[config.mk]
export PLATFORM = sky130hd
export DESIGN_NAME = chess_board_2x2
export DESIGN_NICKNAME = d
export VERILOG_FILES = /design/src/rtl/chess_pkg.sv /design/src/rtl/chess_board_2x2_dir_move_eval.sv /design/src/rtl/chess_board_2x2.sv
export SDC_FILE = /design/constraint.sdc
export NUM_CORES = 1
export LEC_CHECK = 0
export BUFFER_PORTS_ARGS = -buffer_cell sky130_fd_sc_hd__clkbuf_2
export CORE_MARGIN = 5
export CORE_UTILIZATION = 64
export CTS_BUF_LIST = sky130_fd_sc_hd__clkbuf_8
export DETAILED_ROUTE_END_ITERATION = 8
export GPL_TIMING_DRIVEN = 0
export PLACE_DENSITY = 0.9
export SKIP_LAST_GASP = 1
export SLEW_MARGIN = 20
export SYNTH_ARGS = -nofsm -noshare
export SYNTH_HDL_FRONTEND = slang
export SYNTH_HIERARCHICAL = 1
export SYNTH_SLANG_ARGS = --single-unit
export TNS_END_PERCENT = 30
[constraint.sdc]
create_clock -name clk -period 2.1 [get_ports clk]
set_input_delay 0 -clock clk [delete_from_list [all_inputs] [get_ports clk]]
set_output_delay 0 -clock clk [all_outputs]
set_load 0.01 [all_outputs]
[src/rtl/chess_pkg.sv]
// Shared constants, direction enum and move-word packing
// for the 2x2 move-generator tile.
package chess_pkg;

  localparam logic WHITE = 1'b1;
  localparam logic BLACK = 1'b0;

  localparam logic [4:0] EMPTY  = 5'b00000;
  localparam logic [4:0] KNIGHT = 5'b00001;
  localparam logic [4:0] PAWN   = 5'b00010;
  localparam logic [4:0] KING   = 5'b00100;
  localparam logic [4:0] BISHOP = 5'b01000;
  localparam logic [4:0] ROOK   = 5'b10000;
  localparam logic [4:0] QUEEN  = 5'b11000;

  typedef enum logic [2:0] {
    U, D, L, R, UL, UR, DL, DR
  } dir_e;

  function automatic logic [31:0] pack_move(
    input logic [5:0] tgt,
    input logic [5:0] tgt_pos,
    input logic [5:0] src,
    input logic [5:0] src_pos
  );
    return {2'b00, tgt, 2'b00, tgt_pos,
            2'b00, src, 2'b00, src_pos};
  endfunction

endpackage

[src/rtl/chess_board_2x2_dir_move_eval.sv]
// Combinational evaluation of one move direction.
// Ports: src/tgt codes and positions, dir, color -> move word.
module dir_move_eval
  import chess_pkg::*;
(
  input  logic [5:0]  src_i,
  input  logic [5:0]  tgt_i,
  input  logic [5:0]  src_pos_i,
  input  logic [5:0]  tgt_pos_i,
  input  dir_e        dir_i,
  input  logic        color_i,
  output logic [31:0] move_o
);

  logic [4:0] typ;
  logic       own, tgt_occ, enemy;
  logic       orth, fwd_o, fwd_d;
  logic       is_pawn, is_king, perm;

  always_comb begin
    typ     = src_i[4:0];
    own     = (typ != EMPTY) && (src_i[5] == color_i);
    tgt_occ = (tgt_i[4:0] != EMPTY);
    enemy   = tgt_occ && (tgt_i[5] != color_i);
    is_pawn = (typ == PAWN);
    is_king = (typ == KING);
    orth    = (dir_i == U) || (dir_i == D) ||
              (dir_i == L) || (dir_i == R);
    // forward is toward the opponent's side
    fwd_o   = color_i ? (dir_i == U) : (dir_i == D);
    fwd_d   = color_i ? (dir_i == UL || dir_i == UR)
                      : (dir_i == DL || dir_i == DR);
    if (orth)
      perm = typ[4] || is_king ||
             (is_pawn && fwd_o && !tgt_occ);
    else
      perm = typ[3] || is_king ||
             (is_pawn && fwd_d && enemy);
    move_o = 32'h0;
    if (own && (!tgt_occ || enemy) && perm)
      move_o = pack_move(tgt_i, tgt_pos_i,
                         src_i, src_pos_i);
  end

endmodule

[src/rtl/chess_board_2x2.sv]
// 2x2 move-generator tile: 12 direction evaluators plus
// one registered output bank (async active-low clear).
module chess_board_2x2
  import chess_pkg::*;
#(
  parameter logic [5:0] SQ0_POS = 6'd0,
  parameter logic [5:0] SQ1_POS = 6'd1,
  parameter logic [5:0] SQ2_POS = 6'd2,
  parameter logic [5:0] SQ3_POS = 6'd3
) (
  input  logic        clk,
  input  logic        clear,
  input  logic        engineColor,
  input  logic        enable,
  input  logic [5:0]  pieceReg0,
  input  logic [5:0]  pieceReg1,
  input  logic [5:0]  pieceReg2,
  input  logic [5:0]  pieceReg3,
  output logic [31:0] U_move_out0,
  output logic [31:0] L_move_out0,
  output logic [31:0] UL_move_out0,
  output logic [31:0] U_move_out1,
  output logic [31:0] R_move_out1,
  output logic [31:0] UR_move_out1,
  output logic [31:0] D_move_out2,
  output logic [31:0] L_move_out2,
  output logic [31:0] DL_move_out2,
  output logic [31:0] D_move_out3,
  output logic [31:0] R_move_out3,
  output logic [31:0] DR_move_out3
);

  localparam int SRC_TBL [12] =
    '{0, 0, 0, 1, 1, 1, 2, 2, 2, 3, 3, 3};
  localparam int TGT_TBL [12] =
    '{2, 1, 3, 3, 0, 2, 0, 3, 1, 1, 2, 0};
  localparam dir_e DIR_TBL [12] =
    '{U, L, UL, U, R, UR, D, L, DL, D, R, DR};

  logic [5:0]  sq  [4];
  logic [5:0]  pos [4];
  logic [31:0] move_d [12];
  logic [31:0] move_q [12];

  assign sq[0]  = pieceReg0;
  assign sq[1]  = pieceReg1;
  assign sq[2]  = pieceReg2;
  assign sq[3]  = pieceReg3;
  assign pos[0] = SQ0_POS;
  assign pos[1] = SQ1_POS;
  assign pos[2] = SQ2_POS;
  assign pos[3] = SQ3_POS;

  for (genvar k = 0; k < 12; k++) begin : g_eval
    dir_move_eval u_eval (
      .src_i     (sq[SRC_TBL[k]]),
      .tgt_i     (sq[TGT_TBL[k]]),
      .src_pos_i (pos[SRC_TBL[k]]),
      .tgt_pos_i (pos[TGT_TBL[k]]),
      .dir_i     (DIR_TBL[k]),
      .color_i   (engineColor),
      .move_o    (move_d[k])
    );
  end

  always_ff @(posedge clk or negedge clear) begin
    if (!clear) begin
      for (int k = 0; k < 12; k++)
        move_q[k] <= 32'h0;
    end else if (enable) begin
      for (int k = 0; k < 12; k++)
        move_q[k] <= move_d[k];
    end
  end

  assign U_move_out0  = move_q[0];
  assign L_move_out0  = move_q[1];
  assign UL_move_out0 = move_q[2];
  assign U_move_out1  = move_q[3];
  assign R_move_out1  = move_q[4];
  assign UR_move_out1 = move_q[5];
  assign D_move_out2  = move_q[6];
  assign L_move_out2  = move_q[7];
  assign DL_move_out2 = move_q[8];
  assign D_move_out3  = move_q[9];
  assign R_move_out3  = move_q[10];
  assign DR_move_out3 = move_q[11];

endmodule

==> flow_metrics.env, run 1 <==
export IMPL_dpl_hpwl_um=44690
export IMPL_fin_util=0.8070
export IMPL_finalNetCount=2608
export IMPL_synthToLayoutAreaGrowth_pct=23.73
export IMPL_timing_final_ws_setup_ps=271.7
export IMPL_place_area_um2=25880
export IMPL_synthArstFlopShare=1.000
export IMPL_power_density_nw_per_um2=691.4
export IMPL_drive_above_1_share=0.4416
export IMPL_cp_required_ps=2830
export IMPL_yosysWarnings=6
export IMPL_hold_path_class="input pin to flip-flop"
export IMPL_grt_usage=0.3511
export IMPL_die_w_um=195.3
export IMPL_cts_tree="done"
export IMPL_crit_path_end_kind="asynchronous set/reset pin"
export IMPL_clkSinkCount=384
export IMPL_critPathLaunchType="input pin"
export IMPL_netlist_area_um2=21980
export IMPL_cap_violations=0
export IMPL_fin_area_um2=27190
export IMPL_min_period_ps=1828
export IMPL_critical_path_peak_fanout=89
export IMPL_cpMaxStageDelayCell="dlygate4sd3_1"
export IMPL_num_antenna_cells=0
export IMPL_period_share=0.8706
export IMPL_p_leak_uw=0.01458
export IMPL_synth_area_leaders="dfrtp_1 (44%), mux2_4 (25%), nor3_1 (6.3%)"
export IMPL_antenna_left=0
export IMPL_synth_cells=1785
export IMPL_timing_max_slew_rel_slack=0.3365
export IMPL_vias=17566
export IMPL_num_fill_cells=1787
export IMPL_root_buffer="clkbuf_8"
export IMPL_h_tree_depth=3
export IMPL_status="finished clean"
export IMPL_grt_pass1_vias=18711
export IMPL_drtIter0Drc=1246
export IMPL_synth_edff_count=0
export IMPL_synth_fa_ha_area_frac=0
export IMPL_cpPeakStageDelay_ps=570
export IMPL_wirelength_um=68880
export IMPL_die_h_um=195.3
export IMPL_ys_seq_elements=384
export IMPL_final_max_slew_viol_count=0
export IMPL_dieArea_um2=38150
export IMPL_path_class="input pin to asynchronous set/reset pin"
export IMPL_overflow=0
export IMPL_synth_top_family_by_area="multiplexers"
export IMPL_synth_cell_types=30
export IMPL_drc_errors=0
export IMPL_routedWlPerCell_um=22.38
export IMPL_grt_pass1_wl_um=106400
export IMPL_cp_cell_sequence="dlygate4sd3_1, dlygate4sd3_1, clkbuf_8, buf_16, buf_16"
export IMPL_synth_common_cells="dfrtp_1 (384), mux2_4 (360), nor3_1 (276), nand2_1 (252), buf_4 (96)"
export IMPL_max_freq_mhz=547.0
export IMPL_start_util=0.6522
export IMPL_synth_compound_area_share=0.04850
export IMPL_clockBufferDepth=3
export IMPL_routed_via_density=5.709
export IMPL_finalSetupViolCount=0
export IMPL_synthSimpleGateAreaFrac=0.1646
export IMPL_ios=412
export IMPL_synth_most_common_cell="dfrtp_1"
export IMPL_synthFlopType="dfrtp_1"
export IMPL_path_clk_slew_ps=70
export IMPL_worstPathArrival_ps=2560
export IMPL_place_congestion=0.8165
export IMPL_worst_pin_slew_ps=995.2
export IMPL_post_place_ws_ps=-211.0
export IMPL_synth_avg_cell_area_um2=12.31
export IMPL_yosysTopAreaCell="dfrtp_1"
export IMPL_yosysTopAreaCellShare=0.4372
export IMPL_regArea_um2=9609
export IMPL_hold_violations=0
export IMPL_rsz0062_at_grt="no"
export IMPL_core_area_um2=33700
export IMPL_synth_xor_area_frac=0.004782
export IMPL_rows=67
export IMPL_antenna_found_initial=0
export IMPL_clk_latency_ps=610
export IMPL_portBuffers=410
export IMPL_holdWs_ps=261.8
export IMPL_cts_buffers=66
export IMPL_synth_seq_area_share=0.4372
export IMPL_skew_ps=0
export IMPL_drt_first_pass_iters=5
export IMPL_multi_input_area_um2=11800
export IMPL_synth_area_mux_share=0.2637
export IMPL_cts_resized=0
export IMPL_max_vdd_ir_drop_mv=0.8790
export IMPL_grt_max_degree=90
[critical path: cells and delay by family]
kind | cells | cell delay (ps)
buf+inv | 5 | 2380
[path summary, 6_finish.rpt]
check                           cells past startpoint             from  slack (ps)               end
worst max-delay path                                5            clear         270    L_move_out2[4]
min in group asynchronous                           3            clear         500   R_move_out1[22]
max in group clk                                    7     pieceReg2[1]         330  UR_move_out1[13]
worst min-delay path                                4     pieceReg1[5]         260   U_move_out1[13]
worst min register to register                      1  R_move_out3[31]         510   R_move_out3[31]
worst max register to register                      1   U_move_out1[1]        1230    U_move_out1[1]
[registers in the layout, summed over array words and instances (netlist names)]
signal,flops
U_move_out1,32
L_move_out0,32
L_move_out2,32
U_move_out0,32
D_move_out2,32
UL_move_out0,32
DR_move_out3,32
D_move_out3,32
UR_move_out1,32
DL_move_out2,32
R_move_out1,32
R_move_out3,32
[report_power, final]
part           leakage (µW)  internal, µW  total (µW)  switching, µW
clock network      0.000761          3560        6830           3280
registers           0.00506          7900        8260            367
logic               0.00876          1660        3710           2050
[kinds of logic after synthesis]
| logic type | Yosys count |
|---|---|
| and+or+nand+nor | 696 |
| AOI/OAI and AO/OA | 72 |
| xor gates and xnor gates | 12 |
| DFF | 384 |
| other | 14 |
| buffers and inverters | 211 |
| muxes | 396 |
[timing repair]
item                      in CTS  in global routing
hold endpoints to repair     257                  0
setup buffers                  0                  0
hold buffers                   3                  0
[cell type report]
type                    count  area share
clock inverters            38    0.007407
plain buffers             199     0.06202
repair buffers            417     0.08102
flip-flops and latches    384      0.3533
multi-input cells        1500      0.4340
well taps                 448     0.02061
clock buffers              79     0.03998
inverters                  12    0.001656
[cell usage in the layout (no fill, tap or decap), drive strengths merged]
master,instances
dlygate4sd3,3
dfrtp,384
buf,191
nor3,276
clkbuf,501
nor4,12
mux2i,12
or3,12
a211o,12
clkinv,7
or2,12
o2bb2ai,12
and3b,12
o21ai,12
a2111oi,12
a31oi,12
nor2,36
clkinvlp,1
nor4b,12
inv,41
xor2,12
mux2,384
nand2,252
o32a,12
conb,324
bufinv,1
nand4,12
nor3b,60
[stage by stage]
step / cells / power [µW] / TNS, ps
after floorplan: 2095 / 10500 / 0
after global placement: 2953 / 11720 / -2773310
after detailed placement: 2957 / 11890 / -5821
after CTS: 3077 / 18690 / 0
after global routing: 3077 / 19450 / 0
final: 3077 / 18800 / 0
[per-layer routing]
metal / track usage / vias to the layer above / part of all wire
li1: - / 7504 / -
met1: 0.4077 / 8689 / 0.36
met2: 0.5872 / 1065 / 0.48
met3: 0.08961 / 308 / 0.088
met4: 0.2123 / 0 / 0.064
met5: 0 / - / 0
(Power assumes the default switching activity.)
==> inputs of run 2 (changes only) <==
--- a/config.mk
+++ b/config.mk
@@ -10,10 +10,9 @@
 export CORE_UTILIZATION = 64
 export CTS_BUF_LIST = sky130_fd_sc_hd__clkbuf_8
 export DETAILED_ROUTE_END_ITERATION = 8
-export GPL_TIMING_DRIVEN = 0
+export GPL_TIMING_DRIVEN = 1
 export PLACE_DENSITY = 0.9
 export SKIP_LAST_GASP = 1
-export SLEW_MARGIN = 20
 export SYNTH_ARGS = -nofsm -noshare
 export SYNTH_HDL_FRONTEND = slang
 export SYNTH_HIERARCHICAL = 1
==> flow_metrics.env, run 2 (synthesis results as in run 1) <==
export IMPL_mostFrequentLayoutCell="clkbuf_2"
export IMPL_die_h_um=195.3
export IMPL_hold_violations=0
export IMPL_worst_pin_slew_ps=1109
export IMPL_post_cts_setup_buffers=0
export IMPL_skew_ps=0
export IMPL_hold_path_class="input pin to flip-flop"
export IMPL_portBuffers=411
export IMPL_worstPathArrival_ps=2680
export IMPL_routed_via_density=5.724
export IMPL_fin_cells=2984
export IMPL_rrSetupSlack_ps=1240
export IMPL_root_buffer="clkbuf_8"
export IMPL_power_density_nw_per_um2=713.3
export IMPL_drive_above_1_share=0.4263
export IMPL_antenna_left=0
export IMPL_die_w_um=195.3
export IMPL_dieArea_um2=38150
export IMPL_rr_endpoint="D_move_out2[30]"
export IMPL_finalNetCount=2514
export IMPL_clockBufferDepth=3
export IMPL_wirelength_um=66650
export IMPL_final_cell_mix="clkbuf_2 (409), dfrtp_1 (384), mux2_4 (360)"
export IMPL_rsz0062_at_grt="yes"
export IMPL_dpl_hpwl_um=43310
export IMPL_routedWlPerCell_um=22.33
export IMPL_status="complete, but fails checks"
export IMPL_period_share=1.015
export IMPL_cap_violations=0
export IMPL_drtIter0Drc=1353
export IMPL_path_clk_slew_ps=80
export IMPL_rows=67
export IMPL_finalSetupViolCount=1
export IMPL_drt_first_pass_iters=7
export IMPL_place_area_um2=25130
export IMPL_crit_path_end_kind="flip-flop"
export IMPL_crit_start="pieceReg2[0]"
export IMPL_dp_cells=2858
export IMPL_p_leak_uw=0.01413
export IMPL_grt_usage=0.3402
export IMPL_start_util=0.6522
export IMPL_antenna_found_initial=0
export IMPL_synthToLayoutAreaGrowth_pct=21.00
export IMPL_drc_errors=0
export IMPL_num_fill_cells=1919
export IMPL_cp_cell_sequence="dlygate4sd3_1, clkbuf_2, buf_4, or3_4, a2111oi_4, o2bb2ai_2, nor3_1, mux2_4"
export IMPL_r2r_cells=1
export IMPL_final_max_slew_viol_count=0
export IMPL_post_place_ws_ps=-46.57
export IMPL_path_class="input pin to flip-flop"
export IMPL_max_vdd_ir_drop_mv=0.7163
export IMPL_num_antenna_cells=0
export IMPL_place_congestion=0.8228
export IMPL_cp_required_ps=2650
export IMPL_ios=412
export IMPL_grt_pass1_vias=18255
export IMPL_max_freq_mhz=469.4
export IMPL_worstReg2RegStart="D_move_out2[30]"
export IMPL_vias=17081
export IMPL_clk_latency_ps=600
export IMPL_cpMaxStageDelayCell="dlygate4sd3_1"
export IMPL_clkSinkCount=384
export IMPL_cts_buffers=67
export IMPL_grt_max_degree=60
export IMPL_violations="setup timing"
export IMPL_critPathCapture="U_move_out0[26]"
export IMPL_timing_final_ws_setup_ps=-30.52
export IMPL_critical_path_peak_fanout=22
export IMPL_timing_max_slew_rel_slack=0.2563
export IMPL_min_period_ps=2131
export IMPL_cpPeakStageDelay_ps=540
export IMPL_grt_pass1_wl_um=104000
export IMPL_fin_area_um2=26590
export IMPL_h_tree_depth=3
export IMPL_overflow=0
export IMPL_core_area_um2=33700
export IMPL_hold_depth=5
export IMPL_critPathLaunchType="input pin"
export IMPL_cts_tree="done"
[run 2: through the flow]
stage               hold WS (ps)  power [µW]  TNS (ps)  utilization
finish                     50.67       18970    -30.52       0.7891
global route               48.26       19680    -97.58       0.7891
CTS                        15.86       18890         0       0.7887
detailed placement        -17.46       11710    -243.5       0.7457
global placement          -17.98       11570         0       0.7457
floorplan                 -295.6       10500         0            -
[run 2: cell type report]
class                           instances  area [µm²]  area share
Timing Repair Buffer                  521        3201      0.1204
Multi-Input combinational cell       1500       11810      0.4442
Sequential cell                       384        9609      0.3613
Tap cell                              448       560.5     0.02108
Inverter                               12       45.04    0.001694
Clock inverter                         39       262.8    0.009880
Clock buffer                           80        1101     0.04140
[run 2: metal layers]
metal,vias to the layer above,part of all wire,track usage
met5,-,0,0
met4,0,0.055,0.1800
li1,7300,-,-
met3,258,0.085,0.08168
met1,8549,0.38,0.4145
met2,974,0.48,0.5640
[run 2: repair_timing]
action	CTS	global route
gates resized for setup	0	1
hold endpoints to repair	391	0
hold buffers	7	0
endpoints found under the setup margin	0	14
[run 2: critical path: cells and delay by family]
kind	cells	cell delay, ps
buffers and inverters	3	970
muxes	1	220
and+or+nand+nor	2	820
AOI/OAI and AO/OA	2	660
[run 2: where the power goes]
part | leakage (µW) | switching (µW) | internal (µW) | total, µW
sequential | 0.00506 | 371 | 7890 | 8270
clock | 0.000766 | 3320 | 3850 | 7170
combinational | 0.00831 | 1980 | 1550 | 3530
total | 0.0141 | 5680 | 13300 | 19000
[run 2: how the worst min path moves through the flow]
stage                      start               end  slack, ps
floorplan                  clear   DL_move_out2[0]       -300
global placement           clear   R_move_out1[15]        -20
detailed placement         clear   R_move_out1[19]        -20
CTS                 pieceReg2[5]   L_move_out2[13]         20
global route        pieceReg1[0]   D_move_out3[24]         50
finish              pieceReg1[0]  DL_move_out2[24]         50
